### src/rtl/debounce_pkg.sv
// Shared constants and width helper for the multi-channel debouncer.
package debounce_pkg;

  localparam int SYNC_STAGES = 2;
  localparam int PRESS_CNT_W = 8;

  // Stability counter width; never below one bit.
  function automatic int cnt_width(input int stable_cycles);
    int w;
    w = $clog2(stable_cycles);
    return (w < 1) ? 1 : w;
  endfunction

endpackage

### src/rtl/debounce_chan.sv
// One debounce channel: 2-flop synchroniser, stability counter, clean level
// and registered one-cycle rise/fall strobes.
module debounce_chan
  import debounce_pkg::*;
#(
  parameter int STABLE_CYCLES = 500000,
  parameter bit INIT_LEVEL    = 1'b0
) (
  input  logic clock,
  input  logic reset,
  input  logic noisy,
  output logic clean,
  output logic rise,
  output logic fall
);

  localparam int              CNT_W    = cnt_width(STABLE_CYCLES);
  localparam logic [CNT_W-1:0] CNT_LAST = CNT_W'(STABLE_CYCLES - 1);

  logic [SYNC_STAGES-1:0] sync_q;
  logic [CNT_W-1:0]       cnt_q, cnt_d;
  logic                   clean_q, clean_d;
  logic                   rise_q, rise_d;
  logic                   fall_q, fall_d;
  logic                   sync_out;

  assign sync_out = sync_q[SYNC_STAGES-1];

  always_comb begin
    cnt_d   = cnt_q;
    clean_d = clean_q;
    rise_d  = 1'b0;
    fall_d  = 1'b0;
    if (sync_out == clean_q) begin
      cnt_d = '0;
    end else if (cnt_q == CNT_LAST) begin
      // Level held long enough: accept it and strobe the direction.
      clean_d = sync_out;
      cnt_d   = '0;
      rise_d  = sync_out;
      fall_d  = ~sync_out;
    end else begin
      cnt_d = cnt_q + CNT_W'(1);
    end
  end

  always_ff @(posedge clock) begin
    if (reset) begin
      sync_q  <= {SYNC_STAGES{INIT_LEVEL}};
      cnt_q   <= '0;
      clean_q <= INIT_LEVEL;
      rise_q  <= 1'b0;
      fall_q  <= 1'b0;
    end else begin
      sync_q  <= {sync_q[SYNC_STAGES-2:0], noisy};
      cnt_q   <= cnt_d;
      clean_q <= clean_d;
      rise_q  <= rise_d;
      fall_q  <= fall_d;
    end
  end

  assign clean = clean_q;
  assign rise  = rise_q;
  assign fall  = fall_q;

endmodule

### src/rtl/debounce_multi.sv
// N-channel debouncer with clean levels and rise/fall strobes.
// Optional saturating per-channel press counters: DEBOUNCE_MULTI_PRESS_COUNT_EN.
module debounce_multi
  import debounce_pkg::*;
#(
  parameter int N_CH          = 4,
  parameter int STABLE_CYCLES = 500000,
  parameter bit INIT_LEVEL    = 1'b0
`ifdef DEBOUNCE_MULTI_PRESS_COUNT_EN
  ,
  parameter int CNT_SAT       = 255
`endif
) (
  input  logic                         clock,
  input  logic                         reset,
  input  logic [N_CH-1:0]              noisy,
  output logic [N_CH-1:0]              clean,
  output logic [N_CH-1:0]              rise,
  output logic [N_CH-1:0]              fall
`ifdef DEBOUNCE_MULTI_PRESS_COUNT_EN
  ,
  input  logic                         cnt_clr,
  output logic [N_CH*PRESS_CNT_W-1:0]  press_cnt
`endif
);

  for (genvar i = 0; i < N_CH; i++) begin : g_chan
    debounce_chan #(
      .STABLE_CYCLES (STABLE_CYCLES),
      .INIT_LEVEL    (INIT_LEVEL)
    ) u_chan (
      .clock (clock),
      .reset (reset),
      .noisy (noisy[i]),
      .clean (clean[i]),
      .rise  (rise[i]),
      .fall  (fall[i])
    );
  end

`ifdef DEBOUNCE_MULTI_PRESS_COUNT_EN
  localparam logic [PRESS_CNT_W-1:0] PRESS_SAT = PRESS_CNT_W'(CNT_SAT);

  logic [PRESS_CNT_W-1:0] press_q [N_CH];
  logic [PRESS_CNT_W-1:0] press_d [N_CH];

  // Clear wins over a coincident strobe; counting stops at the ceiling.
  always_comb begin
    for (int i = 0; i < N_CH; i++) begin
      press_d[i] = press_q[i];
      if (cnt_clr) begin
        press_d[i] = '0;
      end else if (rise[i] && (press_q[i] != PRESS_SAT)) begin
        press_d[i] = press_q[i] + PRESS_CNT_W'(1);
      end else begin
        press_d[i] = press_q[i];
      end
    end
  end

  always_ff @(posedge clock) begin
    for (int i = 0; i < N_CH; i++) begin
      if (reset) begin
        press_q[i] <= '0;
      end else begin
        press_q[i] <= press_d[i];
      end
    end
  end

  for (genvar i = 0; i < N_CH; i++) begin : g_press
    assign press_cnt[i*PRESS_CNT_W +: PRESS_CNT_W] = press_q[i];
  end
`endif

endmodule

### config.mk
export PLATFORM = sky130hd
export DESIGN_NAME = debounce_multi
export DESIGN_NICKNAME = d
export VERILOG_FILES = /design/src/rtl/debounce_pkg.sv /design/src/rtl/debounce_chan.sv /design/src/rtl/debounce_multi.sv
export SDC_FILE = /design/constraint.sdc
export NUM_CORES = 1
export LEC_CHECK = 0
export ABC_AREA = 1
export CAP_MARGIN = 30
export CORE_ASPECT_RATIO = 1.2
export CORE_MARGIN = 1
export CORE_UTILIZATION = 35
export CTS_CLUSTER_DIAMETER = 30
export DETAILED_ROUTE_END_ITERATION = 12
export GPL_TIMING_DRIVEN = 0
export SYNTH_ARGS = -nofsm -noshare
export SYNTH_HDL_FRONTEND = slang
export SYNTH_SLANG_ARGS = --single-unit
### constraint.sdc
create_clock -name clock -period 2 [get_ports clock]
set_clock_uncertainty 0.05 [all_clocks]
set_input_delay 0.4 -clock clock [delete_from_list [all_inputs] [get_ports clock]]
set_output_delay 0.4 -clock clock [all_outputs]
set_load 0.01 [all_outputs]
[Yosys cells after proc, flatten, opt, wreduce, memory -nomap -nowiden]
Index checks and enable logic that the tools add are counted.
Storage, ports and cells
  flip-flop bits (word level): 96
  bits of input ports: 6
  output and inout port bits: 12
  word-level logic and storage cells: 56
Cells by class
  add/subtract/negate cells: 4
  equality and inequality tests: 8
  bitwise gates (word level): 12
  reduce and logical (&&, ||, !) cells: 12
Operator list (number)
  $add A19 B1 Y19 const B: 4
  $eq A19 B19 Y1 const B: 4
  $reduce_or A3 Y1: 8
  $not A1 Y1: 12
  $reduce_and A2 Y1: 4
  $eq A1 B1 Y1: 4

[Longest topological paths before layout]
Gate-level depths: netlist of run 1.
  depth after elaboration: 3
  gate-level depth with buffers: 9
  gate-level depth less buffers: 9

[By module]
A second synthesis of run 1 with hierarchy kept.
Unflattened totals
  cells, all modules: 696
  area, all modules: 4899.7 sq um
By module, submodules not included
  debounce_chan: instances 4, cells each 174, area an instance 1224.9 sq um

[Worst setup path after synthesis of run 1]
Ideal clock, no wire load.
  kind: register -> register
  start point: register g_chan[3].u_chan.cnt_q[0]
  end point: register g_chan[3].u_chan.cnt_q[12]
  arrival time: 1.313 ns
  setup slack: 0.522 ns
  cell stages (with the launch flop): 10
  buffers on the path: 1
  period minus slack after synthesis: 1.478 ns
  cells stage by stage: dfxtp_1 > ha_1 > nand2_1 > nor2_2 > inv_1 > nor2_2 > nand2_1 > nand2_4 > buf_6 > nor2_1
On the way
  cells in the longest elaborated chain, start to end: 2
  elaborated cells between the ends (all ways): 3
RTL lines
  start: declaration: line debounce_chan.sv:21  | logic [CNT_W-1:0] cnt_q, cnt_d;
  start signal: assignment: line debounce_chan.sv:56  | cnt_q <= cnt_d;
  branches (longest 2 deep; another with $add A19 B1 Y19)
Several ways; the timed one is not identified.
A chain may end at the register's enable or synchronous reset.

[Worst setup path after layout of run 1]
  start point: register g_chan[2].u_chan.clean_q
  end point: output clean[2]
RTL lines
  start: declaration: line debounce_chan.sv:22  | logic clean_q, clean_d;
  start signal: assignment: line debounce_chan.sv:57  | clean_q <= clean_d;
  end: declaration: line debounce_multi.sv:17  | output logic [N_CH-1:0] clean,
No word-level cell between the ends.

==> flow_metrics.py, run 1 <==
metrics = {
    "logic_synthesis": {
        "syn_inst": 673,
        "syn_area_mm2": 0.00467,
        "synthMuxAreaShare_pct": 0,
        "yosys.area_share.simple_pct": 36.5,
        "yosysWarnings": 0,
        "yosys_register_bits": 96,
        "syn_nets": 683,
        "synth_fa_ha_area_share_pct": 1.07,
        "synth-xor-area-share_pct": 6.56,
        "synth_compound_area_share_pct": 5.60,
        "ys_types": 29,
        "ys_seq_area_share_pct": 41.1,
        "synth_top_family_by_area": "simple AND/OR/NAND/NOR gates",
        "syn_area_per_cell_um2": 6.94,
    },
    "sta": {
        "fin_tns_setup_ns": 0,
        "fmax_ghz": 0.546,
        "maxSlewHeadroom_pct": 66.6,
        "rsz0062_at_grt": "no",
        "setup_violations": 0,
        "hold_viol": 0,
        "slew_viol_final": 0,
        "timing.final.crit_period_ns": 1.83,
        "hold_ws_ns": 0.360,
        "timing.final.crit_share_pct": 91.6,
        "worst_pin_slew_ns": 0.502,
    },
    "worst_setup_path": {
        "critical_path_required_ns": 1.55,
        "arrival_ns": 1.38,
        "cpMaxStageDelayCell": "clkdlybuf4s50_1",
        "crit_path_end_kind": "output port",
        "cp_max_fo": 3,
        "start_kind": "register",
        "critPathKind": "register to output port",
        "max_stage_delay_ns": 0.53,
        "cp_cell_sequence": "buf_4 -> clkdlybuf4s50_1",
    },
    "global_routing": {
        "grt-ovfl-total": 0,
        "antenna_found_initial": 0,
        "grt_first_pass_wirelength_mm": 15.9,
        "grt_max_degree": 16,
        "grt_pass1_vias": 3689,
        "grt.total_usage_pct": 14.3,
    },
    "drt": {
        "drt_iter0_drc": 199,
        "dr_total_vias": 3953,
        "routedWlPerCell_um": 10.2,
        "routed_via_density": 4.55,
        "drc": 0,
        "wl_mm": 8.89,
        "dr.pass1.iters": 5,
        "antenna_left": 0,
    },
    "power": {
        "power_density_mw_per_mm2": 693,
        "switching_share_pct": 20.5,
        "p_comb_share_pct": 1.4,
        "clkPwrFrac_pct": 46.5,
        "intPower_mw": 2.94,
        "p_switching_mw": 0.760,
        "power.share.sequential_pct": 52.0,
        "ir_worst_vdd_mv": 0.485,
        "p_leak_nw": 1.75,
    },
    "finish": {
        "fin_nets": 711,
        "final_cell_mix": "173 x nand2_1, 150 x nor2_1, 96 x dfxtp_1",
        "syn_to_final_growth_pct": 14.4,
        "diodes": 0,
        "fillers": 1328,
        "final_cells": 869,
        "layout_commonest_cell": "nand2_1",
        "drive_gt1_share_pct": 7.66,
    },
    "place": {
        "dp.cells": 854,
        "dp_hpwl_mm": 6.78,
        "port_buffers": 17,
        "gp_congestion": 0.823,
    },
    "clocking": {
        "cts_max_level": 3,
        "worst_skew_pair.late_latency_ns": 0.35,
        "holdBufCountCts": 0,
        "clock-sinks": 96,
        "root_buffer": "clkbuf_16",
        "path_clk_slew_ns": 0.06,
        "post_cts_resized": 0,
        "clockBufferDepth": 2,
        "post_cts_buffers": 0,
        "tritoncts": "built",
        "cts_buffers": 9,
    },
    "flow_run": {
        "cap_violations": 0,
    },
    "floorplanning": {
        "io_pins": 18,
        "die_h_um": 129,
        "core-area_mm2": 0.0128,
        "initial_core_util_pct": 36.4,
        "dieArea_mm2": 0.0138,
        "fp.dieW_um": 107,
        "fp-row-count": 45,
    },
    "status": {
        "status": "finished, final reports clean",
    },
    "min_path": {
        "hold_class": "register to register",
    },
}
per-stage QoR:
| step | total power [mW] | area (um2) | setup slack [ns] | util (%) |
|---|---|---|---|---|
| final | 3.71 | 5340 | 0.168 | 41.6 |
| after global routing | 3.84 | 5340 | 0.0576 | 41.6 |
| after CTS | 3.77 | 5340 | 0.133 | 41.6 |
| after detailed placement | 2.03 | 5050 | -0.137 | 39.3 |
| after global placement | 2.03 | 5050 | -0.151 | 39.3 |
| after floorplan | 2.00 | 4670 | 0.522 | - |
layer usage:
metal | vias up | part of all wire, % | GRT usage (%)
met5 | - | 0 | 0
met4 | 0 | 0.98 | 5.00
met3 | 9 | 3.2 | 3.90
met2 | 35 | 48 | 24.7
met1 | 1777 | 48 | 17.0
li1 | 2132 | - | -
worst max-delay path: cells and delay by family, from the launching register on:
| family | cells | cell delay (ns) |
|---|---|---|
| flip-flops | 1 | 0.37 |
| buffers and inverters | 2 | 0.67 |
power groups by stage:
stage | logic, mW | registers [mW] | clock network [mW]
finish | 0.0537 | 1.93 | 1.72
floorplan | 0.0337 | 1.97 | 0
CTS | 0.0553 | 1.93 | 1.79
global route | 0.0615 | 1.93 | 1.85
global placement | 0.0545 | 1.97 | 0
detailed placement | 0.0550 | 1.97 | 0
cell type report:
class	instances	area, um2	area share [%]
Clock buffer	11	243	4.54
Tap cell	164	205	3.84
Inverter	76	288	5.39
Multi-Input combinational cell	484	2320	43.5
Buffer	17	139	2.60
Sequential cell	96	1920	36.0
Timing Repair Buffer	17	170	3.18
Clock inverter	4	53.8	1.01
worst paths after layout:
kind,startpoint,endpoint,slack [ns],cells past startpoint
worst max register to register,g_chan[3].u_chan.cnt_q[0],g_chan[3].u_chan.cnt_q[0],0.24,9
worst max-delay path,g_chan[2].u_chan.clean,clean[2],0.17,2
worst min-delay path,g_chan[1].u_chan.sync_q[0],g_chan[1].u_chan.sync_q[1],0.36,2
worst min register to register,g_chan[1].u_chan.sync_q[0],g_chan[1].u_chan.sync_q[1],0.36,2
cells in the mapped netlist:
master | count | area share [%]
nand3_4 | 1 | 0.38
dfxtp_1 | 96 | 41
nor2_4 | 2 | 0.48
nand2_4 | 1 | 0.24
and2_0 | 1 | 0.13
nand3_1 | 30 | 3.2
nand4_1 | 11 | 1.5
nand3b_1 | 6 | 0.96
clkbuf_1 | 1 | 0.080
o21a_1 | 2 | 0.32
buf_6 | 4 | 0.96
clkinv_2 | 2 | 0.21
nor3_1 | 8 | 0.86
nand2_1 | 173 | 14
xor2_1 | 26 | 4.9
or2_2 | 7 | 0.94
o21ai_4 | 3 | 1.0
or2_0 | 2 | 0.27
o21bai_1 | 1 | 0.16
ha_1 | 4 | 1.1
a21oi_1 | 31 | 3.3
nand3_2 | 5 | 1.1
o21ai_0 | 7 | 0.75
nor2_2 | 3 | 0.40
and2_1 | 1 | 0.13
inv_1 | 74 | 5.9
nor2_1 | 150 | 12
xnor2_1 | 9 | 1.7
buf_4 | 12 | 1.9
registers in the layout, indices dropped and copies added, names as in the netlist:
| register | cells |
|---|---|
| g_chan.u_chan.cnt_q | 76 |
| g_chan.u_chan.sync_q | 8 |
| g_chan.u_chan.clean | 4 |
| g_chan.u_chan.fall | 4 |
| g_chan.u_chan.rise | 4 |
kinds of logic (layout without fill, tap and decap cells):
group,Yosys count,count (layout)
DFF,96,96
and+or+nand+nor,401,401
adders and majority gates,4,4
AOI/OAI and AO/OA,44,44
buffers and inverters,93,125
xor gates and xnor gates,35,35
(Power assumes the default switching activity.)
==> inputs of run 2 (changes only) <==
--- a/config.mk
+++ b/config.mk
@@ -14,4 +14,5 @@
 export DETAILED_ROUTE_END_ITERATION = 12
 export GPL_TIMING_DRIVEN = 0
+export REMOVE_ABC_BUFFERS = 1
 export SYNTH_ARGS = -nofsm -noshare
 export SYNTH_HDL_FRONTEND = slang
==> constraint.sdc (replaced) <==
create_clock -name clock -period 2 [get_ports clock]
set_clock_uncertainty 0.05 [all_clocks]
set_input_delay 0.2 -clock clock [delete_from_list [all_inputs] [get_ports clock]]
set_output_delay 0.2 -clock clock [all_outputs]
set_load 0.01 [all_outputs]
==> flow_metrics.py, run 2 (synthesized netlist as in run 1, its figures left out) <==
metrics = {
    "place": {
        "postPlaceCellArea_mm2": 0.00491,
        "dp_hpwl_mm": 6.57,
        "dp.cells": 837,
        "port_buffers": 17,
        "gp_congestion": 0.819,
        "dp_slack_ns": 0.0197,
    },
    "sta": {
        "hold_viol": 0,
        "timing.final.crit_period_ns": 1.81,
        "worst_pin_slew_ns": 0.478,
        "timing.final.crit_share_pct": 90.3,
        "fin_tns_setup_ns": 0,
        "setup_violations": 0,
        "rsz0062_at_grt": "no",
        "layout_setup_ws_ns": 0.194,
        "hold_ws_ns": 0.326,
        "maxSlewHeadroom_pct": 68.0,
        "fmax_ghz": 0.554,
        "slew_viol_final": 0,
    },
    "clocking": {
        "clock-sinks": 96,
        "post_cts_buffers": 0,
        "clockBufferDepth": 2,
        "tritoncts": "built",
        "root_buffer": "clkbuf_16",
        "cts_buffers": 9,
        "holdBufCountCts": 0,
        "worst_skew_pair.late_latency_ns": 0.35,
        "path_clk_slew_ns": 0.06,
        "cts_max_level": 3,
        "post_cts_resized": 0,
    },
    "floorplanning": {
        "fp.dieW_um": 107,
        "fp-row-count": 45,
        "io_pins": 18,
        "initial_core_util_pct": 36.4,
        "core-area_mm2": 0.0128,
        "die_h_um": 129,
        "dieArea_mm2": 0.0138,
    },
    "min_path": {
        "hold_class": "primary input to register",
    },
    "finish": {
        "final_cells": 853,
        "layout_commonest_cell": "nand2_1",
        "top_register": "g_chan.u_chan.cnt_q",
        "fin_nets": 694,
        "largest_reg_flops": 76,
        "diodes": 0,
        "utilization_pct": 40.6,
        "final_cell_mix": "173 x nand2_1, 150 x nor2_1, 96 x dfxtp_1",
        "reg_top3": "g_chan.u_chan.cnt_q: 76 flops, g_chan.u_chan.sync_q: 8 flops",
        "syn_to_final_growth_pct": 11.5,
        "drive_gt1_share_pct": 5.52,
        "finalInstanceArea_mm2": 0.00521,
    },
    "drt": {
        "drt_iter0_drc": 221,
        "wl_mm": 8.80,
        "dr.pass1.iters": 4,
        "drc": 0,
        "routedWlPerCell_um": 10.3,
        "antenna_left": 0,
        "dr_total_vias": 3864,
        "routed_via_density": 4.53,
    },
    "worst_setup_path": {
        "crit_end": "g_chan[2].u_chan.cnt_q[16]",
        "start_kind": "register",
        "arrival_ns": 2.00,
        "ff2ff_setup_slack_ns": 0.19,
        "crit_path_end_kind": "register",
        "startpoint": "g_chan[2].u_chan.cnt_q[0]",
        "timing.rr.start": "g_chan[2].u_chan.cnt_q[0]",
        "critical_path_required_ns": 2.19,
        "critPathKind": "register to register",
        "rr_worst_depth": 8,
        "cp_max_fo": 18,
        "reg2reg_to": "g_chan[2].u_chan.cnt_q[16]",
    },
    "power": {
        "p_leak_nw": 1.66,
        "power_density_mw_per_mm2": 712,
        "total_power_mw": 3.71,
        "ir_worst_vdd_mv": 0.658,
    },
    "global_routing": {
        "grt-ovfl-total": 0,
        "grt_max_degree": 20,
        "grt_first_pass_wirelength_mm": 15.5,
        "grt_pass1_vias": 3593,
        "antenna_found_initial": 0,
        "grt.total_usage_pct": 13.9,
    },
    "flow_run": {
        "cap_violations": 0,
    },
    "status": {
        "status": "finished, final reports clean",
    },
}
-- run 2: worst min-delay path by stage --
| stage | from | endpoint | depth (start not counted) |
|---|---|---|---|
| finish | noisy[2] | g_chan[2].u_chan.sync_q[0] | 3 |
| global route | noisy[2] | g_chan[2].u_chan.sync_q[0] | 3 |
| CTS | noisy[2] | g_chan[2].u_chan.sync_q[0] | 3 |
| detailed placement | g_chan[0].u_chan.sync_q[0] | g_chan[0].u_chan.sync_q[1] | 2 |
| global placement | g_chan[0].u_chan.sync_q[0] | g_chan[0].u_chan.sync_q[1] | 2 |
| floorplan | reset | g_chan[0].u_chan.sync_q[0] | 1 |
-- run 2: report_power, final --
group	internal (mW)	leakage [nW]	switching, mW	total, mW
combinational	0.0186	0.746	0.0286	0.0473
sequential	1.92	0.775	0.00727	1.93
clock	1.01	0.139	0.725	1.73
total	2.95	1.66	0.761	3.71
-- run 2: final cells by class --
cell class	count	area, um2
clock buffer	12	246
clock inverter	4	53.8
fill	1356	7630
inverter	76	288
multi-input combinational	484	2320
sequential	96	1920
tap	164	205
timing repair buffer	17	170
-- run 2: metal layers --
| metal | global-route usage, % | share of wire [%] | up-vias | wire (um) |
|---|---|---|---|---|
| li1 | - | - | 2095 | - |
| met1 | 16.6 | 48 | 1714 | 4240 |
| met5 | 0 | 0 | - | 0 |
| met2 | 24.0 | 47 | 42 | 4150 |
| met4 | 6.69 | 1.9 | 0 | 170 |
| met3 | 2.63 | 2.6 | 13 | 229 |
-- run 2: critical path: stages (launching register included) --
cell and delay, ns:
dfxtp_1 0.37, ha_1 0.23, nand3_2 0.14, inv_1 0.08, nand3_1 0.16, o21ai_4 0.44, inv_1 0.13, nand2_1 0.09
inv_1 0.03
